--- config.mk ---
export PLATFORM = sky130hd
export DESIGN_NAME = matrix_3x3_gen
export DESIGN_NICKNAME = d
export VERILOG_FILES = /design/src/rtl/matrix_3x3_gen.sv
export SDC_FILE = /design/constraint.sdc
export NUM_CORES = 1
export LEC_CHECK = 0
export BUFFER_PORTS_ARGS = -buffer_cell sky130_fd_sc_hd__buf_4
export CAP_MARGIN = 25
export CORE_UTILIZATION = 35
export DETAILED_ROUTE_END_ITERATION = 6
export HOLD_SLACK_MARGIN = 0.15
export PLACE_DENSITY = 0.67
export SLEW_MARGIN = 15
export SYNTH_ARGS = -nofsm -noshare
export SYNTH_HDL_FRONTEND = slang
export SYNTH_SLANG_ARGS = --single-unit
--- constraint.sdc ---
create_clock -name clock -period 4 [get_ports clock]
set_input_delay 0.2 -clock clock [delete_from_list [all_inputs] [get_ports clock]]
set_output_delay 0.2 -clock clock [all_outputs]
set_load 0.1 [all_outputs]
--- src/rtl/matrix_3x3_gen.sv ---
// 3x3 neighbourhood builder: shifts in the line-buffer taps per accepted beat and flags geometrically valid windows.
// Optional MATRIX_BORDER_REPLICATE_EN: also emit row-0/col-0 centres with edge replication on the output muxes.
module matrix_3x3_gen #(
  parameter int IMG_WIDTH  = 640,
  parameter int IMG_HEIGHT = 480,
  parameter int DATA_WIDTH = 8
) (
  input  logic                  clock,
  input  logic                  rst_n,
  input  logic                  in_vsync,
  input  logic                  in_href,
  input  logic                  in_clken,
  input  logic [DATA_WIDTH-1:0] in_data,
  input  logic [DATA_WIDTH-1:0] tap0,
  input  logic [DATA_WIDTH-1:0] tap1,
  output logic [DATA_WIDTH-1:0] m11,
  output logic [DATA_WIDTH-1:0] m12,
  output logic [DATA_WIDTH-1:0] m13,
  output logic [DATA_WIDTH-1:0] m21,
  output logic [DATA_WIDTH-1:0] m22,
  output logic [DATA_WIDTH-1:0] m23,
  output logic [DATA_WIDTH-1:0] m31,
  output logic [DATA_WIDTH-1:0] m32,
  output logic [DATA_WIDTH-1:0] m33,
  output logic                  out_valid,
  output logic                  out_href,
  output logic                  out_vsync,
  output logic                  err_overrun
);

  localparam int CW = $clog2(IMG_WIDTH + 1);
  localparam int RW = $clog2(IMG_HEIGHT + 1);
  localparam logic [CW-1:0] COL_MAX = CW'(IMG_WIDTH);
  localparam logic [RW-1:0] ROW_MAX = RW'(IMG_HEIGHT);
`ifdef MATRIX_BORDER_REPLICATE_EN
  localparam int MIN_POS = 1;
`else
  localparam int MIN_POS = 2;
`endif
  localparam logic [CW-1:0] COL_MIN = CW'(MIN_POS);
  localparam logic [RW-1:0] ROW_MIN = RW'(MIN_POS);

  logic                  vsync_prev_q, href_prev_q, frame_active_q;
  logic [CW-1:0]         col_q, col_d;
  logic [RW-1:0]         row_q, row_d;
  logic                  err_q, err_d;
  logic                  valid_q, valid_d;
  logic                  href_q, vsync_q;
  logic [DATA_WIDTH-1:0] win_q   [3][3];
  logic [DATA_WIDTH-1:0] win_out [3][3];

  logic vsync_rise, href_fall, beat, overrun, in_window;

  assign vsync_rise = in_vsync & ~vsync_prev_q;
  assign href_fall  = ~in_href & href_prev_q & frame_active_q;
  // A beat coinciding with a frame start is dropped so the new frame starts cleanly at (0,0).
  assign beat       = in_clken & in_href & frame_active_q & ~vsync_rise;
  assign overrun    = (col_q == COL_MAX) || (row_q == ROW_MAX);
  assign in_window  = (col_q >= COL_MIN) && (row_q >= ROW_MIN);

  always_comb begin
    col_d   = col_q;
    row_d   = row_q;
    err_d   = err_q;
    valid_d = 1'b0;
    if (vsync_rise) begin
      col_d = '0;
      row_d = '0;
      err_d = 1'b0;
    end else if (href_fall) begin
      col_d = '0;
      if (row_q != ROW_MAX) row_d = row_q + RW'(1);
    end else if (beat) begin
      if (overrun) err_d = 1'b1;
      else         valid_d = in_window;
      if (col_q != COL_MAX) col_d = col_q + CW'(1);
    end
  end

  always_ff @(posedge clock or negedge rst_n) begin
    if (!rst_n) begin
      vsync_prev_q   <= 1'b0;
      href_prev_q    <= 1'b0;
      frame_active_q <= 1'b0;
      col_q          <= '0;
      row_q          <= '0;
      err_q          <= 1'b0;
      valid_q        <= 1'b0;
      href_q         <= 1'b0;
      vsync_q        <= 1'b0;
      for (int i = 0; i < 3; i++)
        for (int j = 0; j < 3; j++)
          win_q[i][j] <= '0;
    end else begin
      vsync_prev_q <= in_vsync;
      href_prev_q  <= in_href;
      if (vsync_rise) frame_active_q <= 1'b1;
      col_q   <= col_d;
      row_q   <= row_d;
      err_q   <= err_d;
      valid_q <= valid_d;
      href_q  <= in_href;
      vsync_q <= in_vsync;
      if (beat) begin
        for (int i = 0; i < 3; i++) begin
          win_q[i][0] <= win_q[i][1];
          win_q[i][1] <= win_q[i][2];
        end
        win_q[0][2] <= tap1;
        win_q[1][2] <= tap0;
        win_q[2][2] <= in_data;
      end
    end
  end

`ifdef MATRIX_BORDER_REPLICATE_EN
  logic top_rep_q, left_rep_q;
  logic [DATA_WIDTH-1:0] top_sel [3][3];

  always_ff @(posedge clock or negedge rst_n) begin
    if (!rst_n) begin
      top_rep_q  <= 1'b0;
      left_rep_q <= 1'b0;
    end else if (beat) begin
      top_rep_q  <= (row_q == RW'(1));
      left_rep_q <= (col_q == CW'(1));
    end
  end

  // Top-row substitution first, so the corner at (1,1) collapses onto the centre.
  always_comb begin
    for (int i = 0; i < 3; i++)
      for (int j = 0; j < 3; j++)
        top_sel[i][j] = win_q[i][j];
    if (top_rep_q)
      for (int j = 0; j < 3; j++) top_sel[0][j] = win_q[1][j];
    for (int i = 0; i < 3; i++)
      for (int j = 0; j < 3; j++)
        win_out[i][j] = top_sel[i][j];
    if (left_rep_q)
      for (int i = 0; i < 3; i++) win_out[i][0] = top_sel[i][1];
  end
`else
  always_comb begin
    for (int i = 0; i < 3; i++)
      for (int j = 0; j < 3; j++)
        win_out[i][j] = win_q[i][j];
  end
`endif

  assign m11 = win_out[0][0];
  assign m12 = win_out[0][1];
  assign m13 = win_out[0][2];
  assign m21 = win_out[1][0];
  assign m22 = win_out[1][1];
  assign m23 = win_out[1][2];
  assign m31 = win_out[2][0];
  assign m32 = win_out[2][1];
  assign m33 = win_out[2][2];

  assign out_valid   = valid_q;
  assign out_href    = href_q;
  assign out_vsync   = vsync_q;
  assign err_overrun = err_q;

endmodule

==> flow_summary.yaml <==
critical_path:
  critPathLaunchType: "primary input"
  arrival_ns: 2.40
  crit_fanout: 73
  endpoint_kind: "flip-flop"
  crit_type: "in2reg"
  r2r-start: "out_vsync"
  cp.required_ns: 4.23
  critPathLaunch: "in_vsync"
grt:
  grtUsageTotal: 0.1415
  grt_pass1_wl_mm: 12.88
  antenna_found_initial: 0
  grt_max_degree: 74
  grt_pass1_vias: 2669
  grt_overflow_total: 0
floorplanning:
  dieHeight_um: 108.1
  core_mm2: 0.01089
  fp-row-count: 38
  die_area_mm2: 0.01169
  ioPinCount: 105
  die_width_um: 108.1
  start_util: 0.3621
detailed_routing:
  drt_iter0_drc: 189
  via_per_inst: 4.758
  routed_wl_mm: 8.028
  wl_per_cell_um: 14.21
  via_count: 2688
  ant_nets: 0
  drc: 0
  first_pass_iters: 4
sta:
  slew_headroom: 0.2957
  max_freq_ghz: 0.4603
  setup_viol: 0
  tns_ns: 0
  finalHoldViolations: 0
  layout_worst_path_cycle_share: 0.5431
  fin_crit_ns: 2.172
  fin_skew_ns: 0.01615
  tightest_slew_ns: 1.054
  final-max-slew-violation-count: 0
  rsz0062_at_grt: "false"
cts:
  cts_tree: "yes"
  ctsResizeCount: 0
  htreeDepth: 3
  cts_max_path_buffers: 2
  clock-sinks: 96
  insertion_delay_ns: 0.36
  numCtsBuffers: 9
  clk_pin_slew_worst_paths_ns: 0.10
  root_buffer: "clkbuf_8"
logic_synthesis:
  synth_edf_count: 0
  synth_seq_cells: 96
  synth_top_cell_area_share: 0.6093
  synthesis.nets: 322
  synth-main-ff-cell: "dfrtp_1"
  ys_types: 38
  synthTopCellsByArea: "dfrtp_1 61%, mux2_2 21%, ha_1 1.9%, xnor2_1 1.3%, nand3_1 1.3%"
  yosysWarnings: 0
  ys_seq_area_frac: 0.6093
  async_reset_ff_frac: 1.000
  syn_area_per_cell_um2: 13.74
  syn_area_mm2: 0.003943
  yosysTopAreaCell: "dfrtp_1"
  netlist_instances: 287
placement:
  gp_congestion: 0.8295
  hpwlAfterDp_mm: 5.475
  port_buffers: 104
finish:
  drive_gt1_frac: 0.4635
  diodes: 0
  nNetsFinal: 455
  fillers: 971
  area.growth.synth_to_final_pct: 35.73
worst_hold_path:
  hp-start: "in_clken"
  hold_class: "in2reg"
flow_run:
  maxCapViolations: 0
status:
  status: "finished, final reports clean"
## sequential cells by signal, indices dropped and copies added (netlist names)
signal	cells
m12	8
m33	8
m32	8
err_overrun	1
m13	8
row_q	9
out_href	1
m11	8
m21	8
m23	8
out_vsync	1
frame_active_q	1
m22	8
out_valid	1
m31	8
col_q	10
## final cells by class
type                            instances  area, µm²  share of cell area
Inverter                                6      22.52            0.004209
Tap cell                              140      175.2             0.03273
Timing Repair Buffer                  132       1059              0.1978
Clock inverter                          6      92.59             0.01730
Multi-Input combinational cell        175       1473              0.2752
Sequential cell                        96       2402              0.4489
Clock buffer                           10      127.6             0.02385
## Yosys cell counts, types with 2 or more instances
master,count
xnor2_1,6
nand2_1,10
o211ai_1,2
o31ai_1,2
nand2b_1,2
a21oi_1,6
and3_1,2
mux2_2,72
or4_1,2
o21ai_0,4
clkbuf_1,2
nor2_1,12
ha_1,6
nand3_1,10
inv_1,6
dfrtp_1,96
xor2_1,4
or3_1,3
and2_1,2
nand4_1,7
nor3_1,7
buf_2,8
## kinds of logic (layout without fill, tap and decap cells)
family / after synthesis / count (layout) / synth area share
multiplexers: 72 / 72 / 0.2056
flip-flops: 96 / 96 / 0.6093
XOR/XNOR: 10 / 10 / 0.02221
AND/OR/NAND/NOR: 66 / 66 / 0.09013
AO/OA/AOI/OAI: 21 / 21 / 0.03586
adder cells (fa/ha/maj): 6 / 6 / 0.01904
buffers and inverters: 16 / 154 / 0.01777
## stage by stage
stage | area [µm²] | std cells | hold WS, ns | utilization | worst slack [ns]
floorplan | 3943 | 287 | -0.09559 | - | 1.672
global placement | 4861 | 522 | 0.3211 | 0.4464 | 2.010
detailed placement | 4861 | 522 | 0.3260 | 0.4464 | 1.947
CTS | 5351 | 565 | 0.3673 | 0.4915 | 1.848
global route | 5351 | 565 | 0.4181 | 0.4915 | 1.748
finish | 5351 | 565 | 0.3896 | 0.4915 | 1.828
## repair_timing
action	in CTS	in global routing
hold buffers	27	0
buffers inserted	0	0
hold endpoints to repair	86	0
## critical path: stages
cell	delay, ns
dlygate4sd3_1	0.53
buf_4	0.14
nand2b_1	0.23
and2_4	0.81
mux2_2	0.42
## layer usage
layer	global-route usage	routed length [µm]	vias up
li1	-	-	1292
met1	0.1877	3758	1314
met2	0.2302	3809	75
met3	0.02893	393	7
met4	0.04795	67	0
met5	0	0	-
## cells in the final DEF, fill, tap and decap left out, types with 2 or more instances in the layout
cell type        n
inv_1            6
dlygate4sd3_1   27
o21ai_0          4
bufinv_16        2
o211ai_1         2
or4_1            2
xor2_1           4
xnor2_1          6
dfrtp_1         96
nor2_1          12
or3_1            3
clkbuf_8         9
a21oi_1          6
nand2_1         10
ha_1             6
nand2b_1         2
nor3_1           7
and3_1           2
o31ai_1          2
buf_4          105
mux2_2          72
nand4_1          7
nand3_1         10
## worst paths after layout
check / to / depth (start not counted) / slack [ns]
setup reg to reg: m13[6] / 3 / 1.91
setup / recovery: m13[6] / 5 / 1.83
max in group asynchronous: m33[1] / 3 / 2.58
hold / removal: col_q[3] / 4 / 0.39
hold reg to reg: m11[6] / 1 / 0.52
min in group asynchronous: m21[5] / 2 / 0.44
Power is left out: the tool's default activity adds up to more than one toggle a clock period on the data nets, which glitch-free logic cannot reach.
